$ cat src/rtl/trng_pkg.sv
// Shared types and default sizing for the TRNG collector.
// Optional repetition health test: TRNG_HEALTH_TEST_EN.
package trng_pkg;

    typedef enum logic [1:0] {
        IDLE    = 2'd0,
        WARMUP  = 2'd1,
        COLLECT = 2'd2,
        FULL    = 2'd3
    } trng_state_t;

    localparam int TRNG_WORD_WIDTH    = 32;
    localparam int TRNG_SAMPLE_DIV    = 4;
    localparam int TRNG_WARMUP_CYCLES = 64;
    localparam int TRNG_REP_LIMIT     = 32;

    // Counter width for a value range 0..n-1, never narrower than one bit.
    function automatic int cnt_width(input int n);
        return (n <= 1) ? 1 : $clog2(n);
    endfunction

endpackage

$ cat src/rtl/trng_vn_debias.sv
// Von Neumann corrector: pairs raw samples, emits a bit for 01/10.
// The bit is combinational so it lands on the second sample's edge.
module trng_vn_debias (
    input  logic clk,
    input  logic rst_n,
    input  logic clear,
    input  logic sample_stb,
    input  logic raw_bit,
    output logic bit_valid,
    output logic bit_out
);

    logic have_first;
    logic first_bit;

    always_ff @(posedge clk) begin
        if (!rst_n) begin
            have_first <= 1'b0;
            first_bit  <= 1'b0;
        end else if (clear) begin
            have_first <= 1'b0;
            first_bit  <= 1'b0;
        end else if (sample_stb) begin
            have_first <= !have_first;
            if (!have_first)
                first_bit <= raw_bit;
        end
    end

    assign bit_valid = sample_stb && !clear && have_first
                       && (first_bit != raw_bit);
    assign bit_out   = first_bit;

endmodule

$ cat src/rtl/trng_collector.sv
// TRNG consumer: warm-up, divided sampling, debias, word packing.
// Define TRNG_HEALTH_TEST_EN to add the repetition-count health test.
module trng_collector
    import trng_pkg::*;
#(
    parameter int WORD_WIDTH    = TRNG_WORD_WIDTH,
    parameter int SAMPLE_DIV    = TRNG_SAMPLE_DIV,
    parameter int WARMUP_CYCLES = TRNG_WARMUP_CYCLES,
    parameter int REP_LIMIT     = TRNG_REP_LIMIT
) (
    input  logic                  clk,
    input  logic                  rst_n,
    input  logic                  enable,
    output logic                  trng_en,
    input  logic                  trng_bit,
    output logic [WORD_WIDTH-1:0] data_o,
    output logic                  valid_o,
    input  logic                  ready_i,
    output logic                  busy_o,
    output logic                  health_fail_o
);

    localparam int CW = $clog2(WORD_WIDTH + 1);
    localparam int DW = cnt_width(SAMPLE_DIV);
    localparam int WW = $clog2(WARMUP_CYCLES + 1);

    localparam logic [DW-1:0] DIV_LAST  = DW'(SAMPLE_DIV - 1);
    localparam logic [WW-1:0] WARM_LAST = WW'(WARMUP_CYCLES - 1);
    localparam logic [CW-1:0] CNT_LAST  = CW'(WORD_WIDTH - 1);

    if (WORD_WIDTH < 2 || SAMPLE_DIV < 1 || WARMUP_CYCLES < 1
        || REP_LIMIT < 1) begin : g_param_check
        $error("trng_collector: illegal parameter value");
    end

    trng_state_t state;
    trng_state_t state_n;

    logic [DW-1:0]         div_q;
    logic [WW-1:0]         warm_q;
    logic [CW-1:0]         cnt_q;
    logic [WORD_WIDTH-2:0] shreg;
    logic [WORD_WIDTH-1:0] next_word;

    logic collecting;
    logic sample_stb;
    logic bit_valid;
    logic bit_out;
    logic word_done;
    logic xfer;
    logic health_hit;
    logic debias_clear;

    always_comb begin
        xfer       = valid_o && ready_i;
        collecting = (state == COLLECT) && enable;
        sample_stb = collecting && (div_q == DIV_LAST);
        word_done  = bit_valid && (cnt_q == CNT_LAST);
        next_word  = {shreg, bit_out};
    end

    assign debias_clear = !collecting || health_hit;

    trng_vn_debias u_debias (
        .clk        (clk),
        .rst_n      (rst_n),
        .clear      (debias_clear),
        .sample_stb (sample_stb),
        .raw_bit    (trng_bit),
        .bit_valid  (bit_valid),
        .bit_out    (bit_out)
    );

    always_comb begin
        state_n = state;
        unique case (state)
            IDLE: begin
                if (enable)
                    state_n = WARMUP;
            end
            WARMUP: begin
                if (!enable)
                    state_n = IDLE;
                else if (warm_q == WARM_LAST)
                    state_n = COLLECT;
            end
            COLLECT: begin
                if (!enable)
                    state_n = IDLE;
                else if (word_done)
                    state_n = FULL;
            end
            FULL: begin
                if (xfer)
                    state_n = enable ? COLLECT : IDLE;
            end
            default: state_n = IDLE;
        endcase
    end

    always_ff @(posedge clk) begin
        if (!rst_n) begin
            state   <= IDLE;
            trng_en <= 1'b0;
            warm_q  <= '0;
            div_q   <= '0;
        end else begin
            state   <= state_n;
            trng_en <= (state_n != IDLE);
            if (state == WARMUP && enable && warm_q != WARM_LAST)
                warm_q <= warm_q + WW'(1);
            else
                warm_q <= '0;
            if (collecting && div_q != DIV_LAST)
                div_q <= div_q + DW'(1);
            else
                div_q <= '0;
        end
    end

    // Partial word is dropped whenever collection stops or health trips.
    always_ff @(posedge clk) begin
        if (!rst_n) begin
            shreg   <= '0;
            cnt_q   <= '0;
            data_o  <= '0;
            valid_o <= 1'b0;
        end else begin
            if (!collecting || health_hit) begin
                shreg <= '0;
                cnt_q <= '0;
            end else if (bit_valid) begin
                shreg <= next_word[WORD_WIDTH-2:0];
                cnt_q <= word_done ? '0 : cnt_q + CW'(1);
            end
            if (word_done) begin
                data_o  <= next_word;
                valid_o <= 1'b1;
            end else if (xfer) begin
                valid_o <= 1'b0;
            end
        end
    end

    assign busy_o = (state == WARMUP) || (state == COLLECT);

`ifdef TRNG_HEALTH_TEST_EN
    localparam int RW = $clog2(REP_LIMIT + 1);
    localparam logic [RW-1:0] REP_MAX = RW'(REP_LIMIT);

    logic [RW-1:0] run_q;
    logic [RW-1:0] run_n;
    logic          last_q;
    logic          fail_q;

    always_comb begin
        run_n = RW'(1);
        if (run_q != '0 && trng_bit == last_q)
            run_n = (run_q == REP_MAX) ? run_q : run_q + RW'(1);
    end

    assign health_hit = sample_stb && (run_n == REP_MAX)
                        && (run_q != REP_MAX);

    always_ff @(posedge clk) begin
        if (!rst_n || state == IDLE) begin
            run_q  <= '0;
            last_q <= 1'b0;
            fail_q <= 1'b0;
        end else if (sample_stb) begin
            run_q  <= run_n;
            last_q <= trng_bit;
            if (health_hit)
                fail_q <= 1'b1;
        end
    end

    assign health_fail_o = fail_q;
`else
    assign health_hit    = 1'b0;
    assign health_fail_o = 1'b0;
`endif

endmodule

$ cat config.mk
export PLATFORM = sky130hd
export DESIGN_NAME = trng_collector
export DESIGN_NICKNAME = d
export VERILOG_FILES = /design/src/rtl/trng_pkg.sv /design/src/rtl/trng_vn_debias.sv /design/src/rtl/trng_collector.sv
export SDC_FILE = /design/constraint.sdc
export NUM_CORES = 1
export LEC_CHECK = 0
export CAP_MARGIN = 20
export CORE_UTILIZATION = 40
export CTS_CLUSTER_DIAMETER = 60
export CTS_CLUSTER_SIZE = 25
export DETAILED_ROUTE_END_ITERATION = 7
export MAX_ROUTING_LAYER = met4
export PLACE_DENSITY = 0.7
export RECOVER_POWER = 50
export SETUP_SLACK_MARGIN = 0.02
export SLEW_MARGIN = 40
export SYNTH_ARGS = -nofsm -noshare
export SYNTH_HDL_FRONTEND = slang
export SYNTH_SLANG_ARGS = --single-unit
$ cat constraint.sdc
create_clock -name clk -period 3.4 [get_ports clk]
set_input_delay 0.68 -clock clk [delete_from_list [all_inputs] [get_ports clk]]
set_output_delay 0.68 -clock clk [all_outputs]
set_load 0.02 [all_outputs]
==> results of run 1 <==
## synthesized netlist by cell type, types with 5 or more instances
cell,instances
a21oi_1,32
nor2_1,16
nand3_1,5
dfxtp_1,84
nand2_1,69
ha_1,7
clkbuf_1,11
mux2i_1,35
nor2b_1,34
xnor2_1,6
## report_power, final
group / internal [W] / switching (W) / total (W) / leakage [nW]
Combinational: 0.000107 / 0.000139 / 0.000246 / 0.544
Sequential: 0.00100 / 0.0000168 / 0.00102 / 0.677
Clock: 0.000351 / 0.000370 / 0.000721 / 0.106
## worst paths after layout
check / end / slack (ns)
worst max-delay path: data_o[4] / 0.67
worst min-delay path: div_q[0] / 0.43
worst max register to register: cnt_q[1] / 1.06
worst min register to register: div_q[0] / 0.43
## metal layers
metal	wire length, um	GRT usage
met5	0	-
met3	208	0.0317
met4	50	0.0667
met1	2870	0.189
met2	2710	0.231
## state kept, by name, summed over array words and instances (netlist names)
| signal | count |
|---|---|
| shreg | 31 |
| cnt_q | 6 |
| data_o | 32 |
| u_debias.have_first | 1 |
| u_debias.bit_out | 1 |
| warm_q | 7 |
| trng_en | 1 |
| valid_o | 1 |
| div_q | 2 |
| state | 2 |
## cell families after synthesis
| kind of cell | Yosys count | share of synthesized area |
|---|---|---|
| DFF | 84 | 0.508 |
| muxes | 35 | 0.106 |
| xor gates and xnor gates | 9 | 0.0261 |
| AOI/OAI and AO/OA | 46 | 0.0809 |
| and+or+nand+nor | 138 | 0.203 |
| buffers and inverters | 25 | 0.0491 |
| adders and majority gates | 7 | 0.0265 |
| other | 1 | 0.00113 |
## worst register-to-register path, cell delays in order (launching register included)
cell and delay (ns):
dfxtp_1 0.37, inv_1 0.10, ha_1 0.25, nand4_1 0.29
or2_1 0.90, a22oi_1 0.23, nor2_1 0.13
## layout make-up
type | count | area share
flip-flops and latches | 84 | 0.431
multi-input cells | 236 | 0.370
repair buffers | 44 | 0.110
well taps | 102 | 0.0327
clock buffers | 9 | 0.0318
clock inverters | 7 | 0.0208
inverters | 4 | 0.00385
## through the flow
step                      utilization  cells  instance area [um2]
after CTS                       0.501    486                 3940
after global placement          0.475    470                 3730
after global routing            0.497    486                 3900
after detailed placement        0.475    470                 3730
after floorplan                     -    345                 3310
final                           0.497    486                 3900
==> flow_summary.toml, run 1 <==
[placement]
preCtsSetupSlack_ns = 0.668
gp_congestion = 0.765
hpwl_mm = 3.79
io_buffers = 39

[sta]
min_period_ns = 2.73
hold_viol = 0
setup_violations = 0
clock.fmax_mhz = 367
tns_ns = 0
hold_ws_ns = 0.431
skew_ns = 0.0100
period_share = 0.802
slew_headroom = 0.255
slew_violations = 0
worstMarginPinSlew_ns = 1.12
fin_ws_ns = 0.673
rsz0062_at_grt = "no"

[worst_setup_path]
r2r_start = "state[0]"
worstRegToRegCells = 6
crit_family = "buffers and inverters"
crit_type = "in2reg"
required_ns = 3.65
crit_path_max_incr_delay_ns = 0.71
cp-start-kind = "input pin"
startpoint = "enable"
cp.depth = 6
path_max_fanout = 23
end_kind = "flop"
path_cells = "dlygate4sd3_1 > nand4_1 > nor4b_1 > buf_4 > mux2i_1 > nor2b_1"
cp.buffers_inverters = 2
worst-endpoint-arrival_ns = 2.97
cp_slowest_cell = "dlygate4sd3_1"

[die]
die_h_um = 93.0
start_util = 0.422
core_um2 = 7850
num_io_pins = 41
dieArea_um2 = 8640
die_x_um = 93.0
rows = 32

[clock_tree]
clockBufferDepth = 2
cts_resized = 0
insertion_delay_ns = 0.34
numCtsBuffers = 9
postCtsSetupBuffers = 0
clock_sinks = 84
cts_tree = "yes"
cts_root_buf = "clkbuf_8"
cts-hold-fix-buffers = 0
cts_max_level = 3
path_clk_slew_ns = 0.09

[layout]
synthToLayoutAreaGrowth_pct = 17.8
multi_input_area_um2 = 1440
mostFrequentLayoutCells = "dfxtp_1, nand2_1, mux2i_1, dlygate4sd3_1, nor2b_1"
drive_gt1_frac = 0.0625
nets = 391
n_antenna_cell = 0
regArea_um2 = 1680
fillers = 765
layout.cells.most_common = "dfxtp_1"

[routing]
routed_via_density = 4.78
vias = 2324
drt_first_iter_violations = 99
drtPass1Iterations = 4
wl_per_cell_um = 12.0
wl_mm = 5.83
ant_nets = 0
drc = 0

[synthesis]
synth.cell_area_um2 = 3310
synthArstFlopShare = 0
synth_nets = 357
yosys.area.top_type_share = 0.508
ys_warn_count = 0
synth-edff-count = 0
netlist_top_cells_area = "dfxtp_1, mux2i_1, nand2_1"
syn-mean-instance-area_um2 = 9.60
synth_top_flop_cell = "dfxtp_1"
yosysUniqueCellTypes = 38
syn_inst = 345
ys_ff_latch = 84
seq_area_frac_synth = 0.508
synth_top_area_cell = "dfxtp_1"

[min_path]
holdPathStages = 1
hp-start = "div_q[0]"
hp-class = "reg2reg"

[grt]
grt_max_degree = 42
grt_pass1_wl_mm = 10.0
overflow = 0
grt_pass1_vias = 2164
grt.total_usage = 0.150
grt_antenna_before_repair = 0

[run_status]
status = "finished, final reports clean"

[power_and_ir_drop]
ir_drop_mv = 0.228
p_leak_nw = 1.33
p_per_area_nw_per_um2 = 510
fin_total_pwr_w = 0.00199

[flow_run]
maxCapViolCount = 0
No activity file was read; power rests on OpenSTA's default activity.
==> inputs of run 2 (changes only) <==
--- a/config.mk
+++ b/config.mk
@@ -11,7 +11,7 @@
 export CTS_CLUSTER_SIZE = 25
 export DETAILED_ROUTE_END_ITERATION = 7
 export MAX_ROUTING_LAYER = met4
-export PLACE_DENSITY = 0.7
+export PLACE_DENSITY = 0.72
 export RECOVER_POWER = 50
 export SETUP_SLACK_MARGIN = 0.02
 export SLEW_MARGIN = 40
==> constraint.sdc (replaced) <==
create_clock -name clk -period 2.25 [get_ports clk]
set_input_delay 0.45 -clock clk [delete_from_list [all_inputs] [get_ports clk]]
set_output_delay 0.45 -clock clk [all_outputs]
set_load 0.02 [all_outputs]
==> run 2 against run 1 <==
  * Critical path depth is 3 lower
  * Sequential share of layout area down 1.0 points
  * Critical path type is now reg2out
  * Design area is 2.4% higher
  * Combinational power grew 50%
  * Largest power group unchanged
  * Clock-buffer cell count is 2 higher
==> flow_summary.toml, run 2 (same netlist as run 1, synthesis figures left out) <==
[worst_setup_path]
path_max_fanout = 5
r2r_setup_slack_ns = 0.37
worst-endpoint-arrival_ns = 1.48
required_ns = 1.80
r2r_end = "data_o[24]"
crit_type = "reg2out"
worstRegToRegCells = 7
path_cells = "inv_1 > ha_1 > dlygate4sd2_1"
r2r_start = "state[0]"
crit_path_max_incr_delay_ns = 0.41
cp_slowest_cell = "dfxtp_1"
end_kind = "output pin"
cp-start-kind = "flop"

[routing]
met1Wirelength_mm = 2.82
drtPass1Iterations = 4
wl_met2_mm = 2.87
top_layer = "met4"
wl_per_cell_um = 12.3
ant_nets = 0
drt_first_iter_violations = 114
vias = 2401
drc = 0
wl_met3_um = 198
wl_mm = 6.05
routed_via_density = 4.88

[die]
die_h_um = 93.0
start_util = 0.422
dieArea_um2 = 8640
core_um2 = 7850
rows = 32
die_x_um = 93.0
num_io_pins = 41

[grt]
grt_max_degree = 42
overflow = 0
grt_pass1_wl_mm = 10.6
grt_antenna_before_repair = 0
grt.total_usage = 0.160
grt_pass1_vias = 2343

[clock_tree]
cts_root_buf = "clkbuf_8"
path_clk_slew_ns = 0.08
clock_sinks = 84
numCtsBuffers = 9
clockBufferDepth = 2
cts_max_level = 3
insertion_delay_ns = 0.34
cts_tree = "yes"

[sta]
worstMarginPinSlew_ns = 0.785
tns_ns = 0
slew_violations = 0
skew_ns = 0.00700
period_share = 0.857
hold_viol = 0
min_period_ns = 1.93
setup_violations = 0
rsz0062_at_grt = "no"
slew_headroom = 0.477
clock.fmax_mhz = 519

[layout]
layout.cells.most_common = "dfxtp_1"
mostFrequentLayoutCells = "dfxtp_1, nand2_1, mux2i_1"
nets = 397
registers.top_by_ff_count = "data_o"
regArea_um2 = 1680
synthToLayoutAreaGrowth_pct = 20.7
design_area_um2 = 4000
reg_top3 = "data_o x32, shreg x31, warm_q x7"
drive_gt1_frac = 0.0846
largest_reg_flops = 32
fillers = 732
multi_input_area_um2 = 1480
n_antenna_cell = 0
layout.cells.non_filler = 492

[placement]
hpwl_mm = 4.05
post-place-cells = 476
io_buffers = 39
gp_congestion = 0.854
postPlaceCellArea_um2 = 3810

[min_path]
holdPathEnd = "div_q[0]"
holdPathStages = 1
hp-class = "reg2reg"
hp-start = "div_q[0]"

[power_and_ir_drop]
ir_drop_mv = 0.424
p_leak_nw = 1.37
p_per_area_nw_per_um2 = 746

[flow_run]
maxCapViolCount = 0

[run_status]
status = "finished, final reports clean"
-- run 2: cell count changes in the layout (fill, tap and decap cells not counted), sizes merged --
cell,change
buf,+5
clkbuf,+3
clkinv,-1
dlygate4sd2,+1
dlygate4sd3,-1
inv,-1
-- run 2: cell type report --
cell class | count | area share
repair buffers | 50 | 0.124
inverters | 4 | 0.00376
well taps | 102 | 0.0319
multi-input cells | 236 | 0.370
clock buffers | 11 | 0.0354
clock inverters | 5 | 0.0144
flip-flops and latches | 84 | 0.421
-- run 2: critical path, delay by kind of cell (launching register included) --
kind,cells,cell delay [ns]
fa+ha+maj,1,0.29
flops,1,0.41
buf+inv,2,0.44
-- run 2: worst max-delay path by stage --
stage	slack, ns	cells past startpoint	to	from
6_report	0.32	3	busy_o	state[1]
5_1_grt	0.18	7	data_o[23]	state[0]
4_1_cts	0.29	3	busy_o	state[1]
3_5_place_dp	0.01	6	data_o[24]	enable
3_3_place_gp	0.05	6	data_o[21]	enable
2_1_floorplan	0.50	8	data_o[10]	state[0]
-- run 2: routing by layer --
metal | vias up | track usage
met5 | - | -
met4 | 0 | 0.0949
met3 | 14 | 0.0382
met2 | 40 | 0.251
met1 | 1122 | 0.187
li1 | 1225 | -
-- run 2: what timing repair did --
action / CTS / global route
setup endpoints to repair: 1 / 0
gates resized for setup: 1 / 0
hold endpoints to repair: 0 / 0
hold buffers: 0 / 0
buffers inserted: 0 / 0
-- run 2: power breakdown --
group	switching (W)	internal, W	total, W
clock	0.000524	0.000548	0.00107
sequential	0.0000239	0.00152	0.00154
combinational	0.000213	0.000155	0.000368
total	0.000761	0.00222	0.00298
-- run 2: per-stage QoR --
stage	worst slack (ns)	hold WS, ns	total power, W	utilization
final	0.323	0.435	0.00298	0.509
after global routing	0.180	0.458	0.00314	0.509
after CTS	0.285	0.444	0.00304	0.511
after detailed placement	0.0135	0.432	0.00198	0.486
after global placement	0.0473	0.413	0.00197	0.486
after floorplan	0.499	0.404	0.00186	-
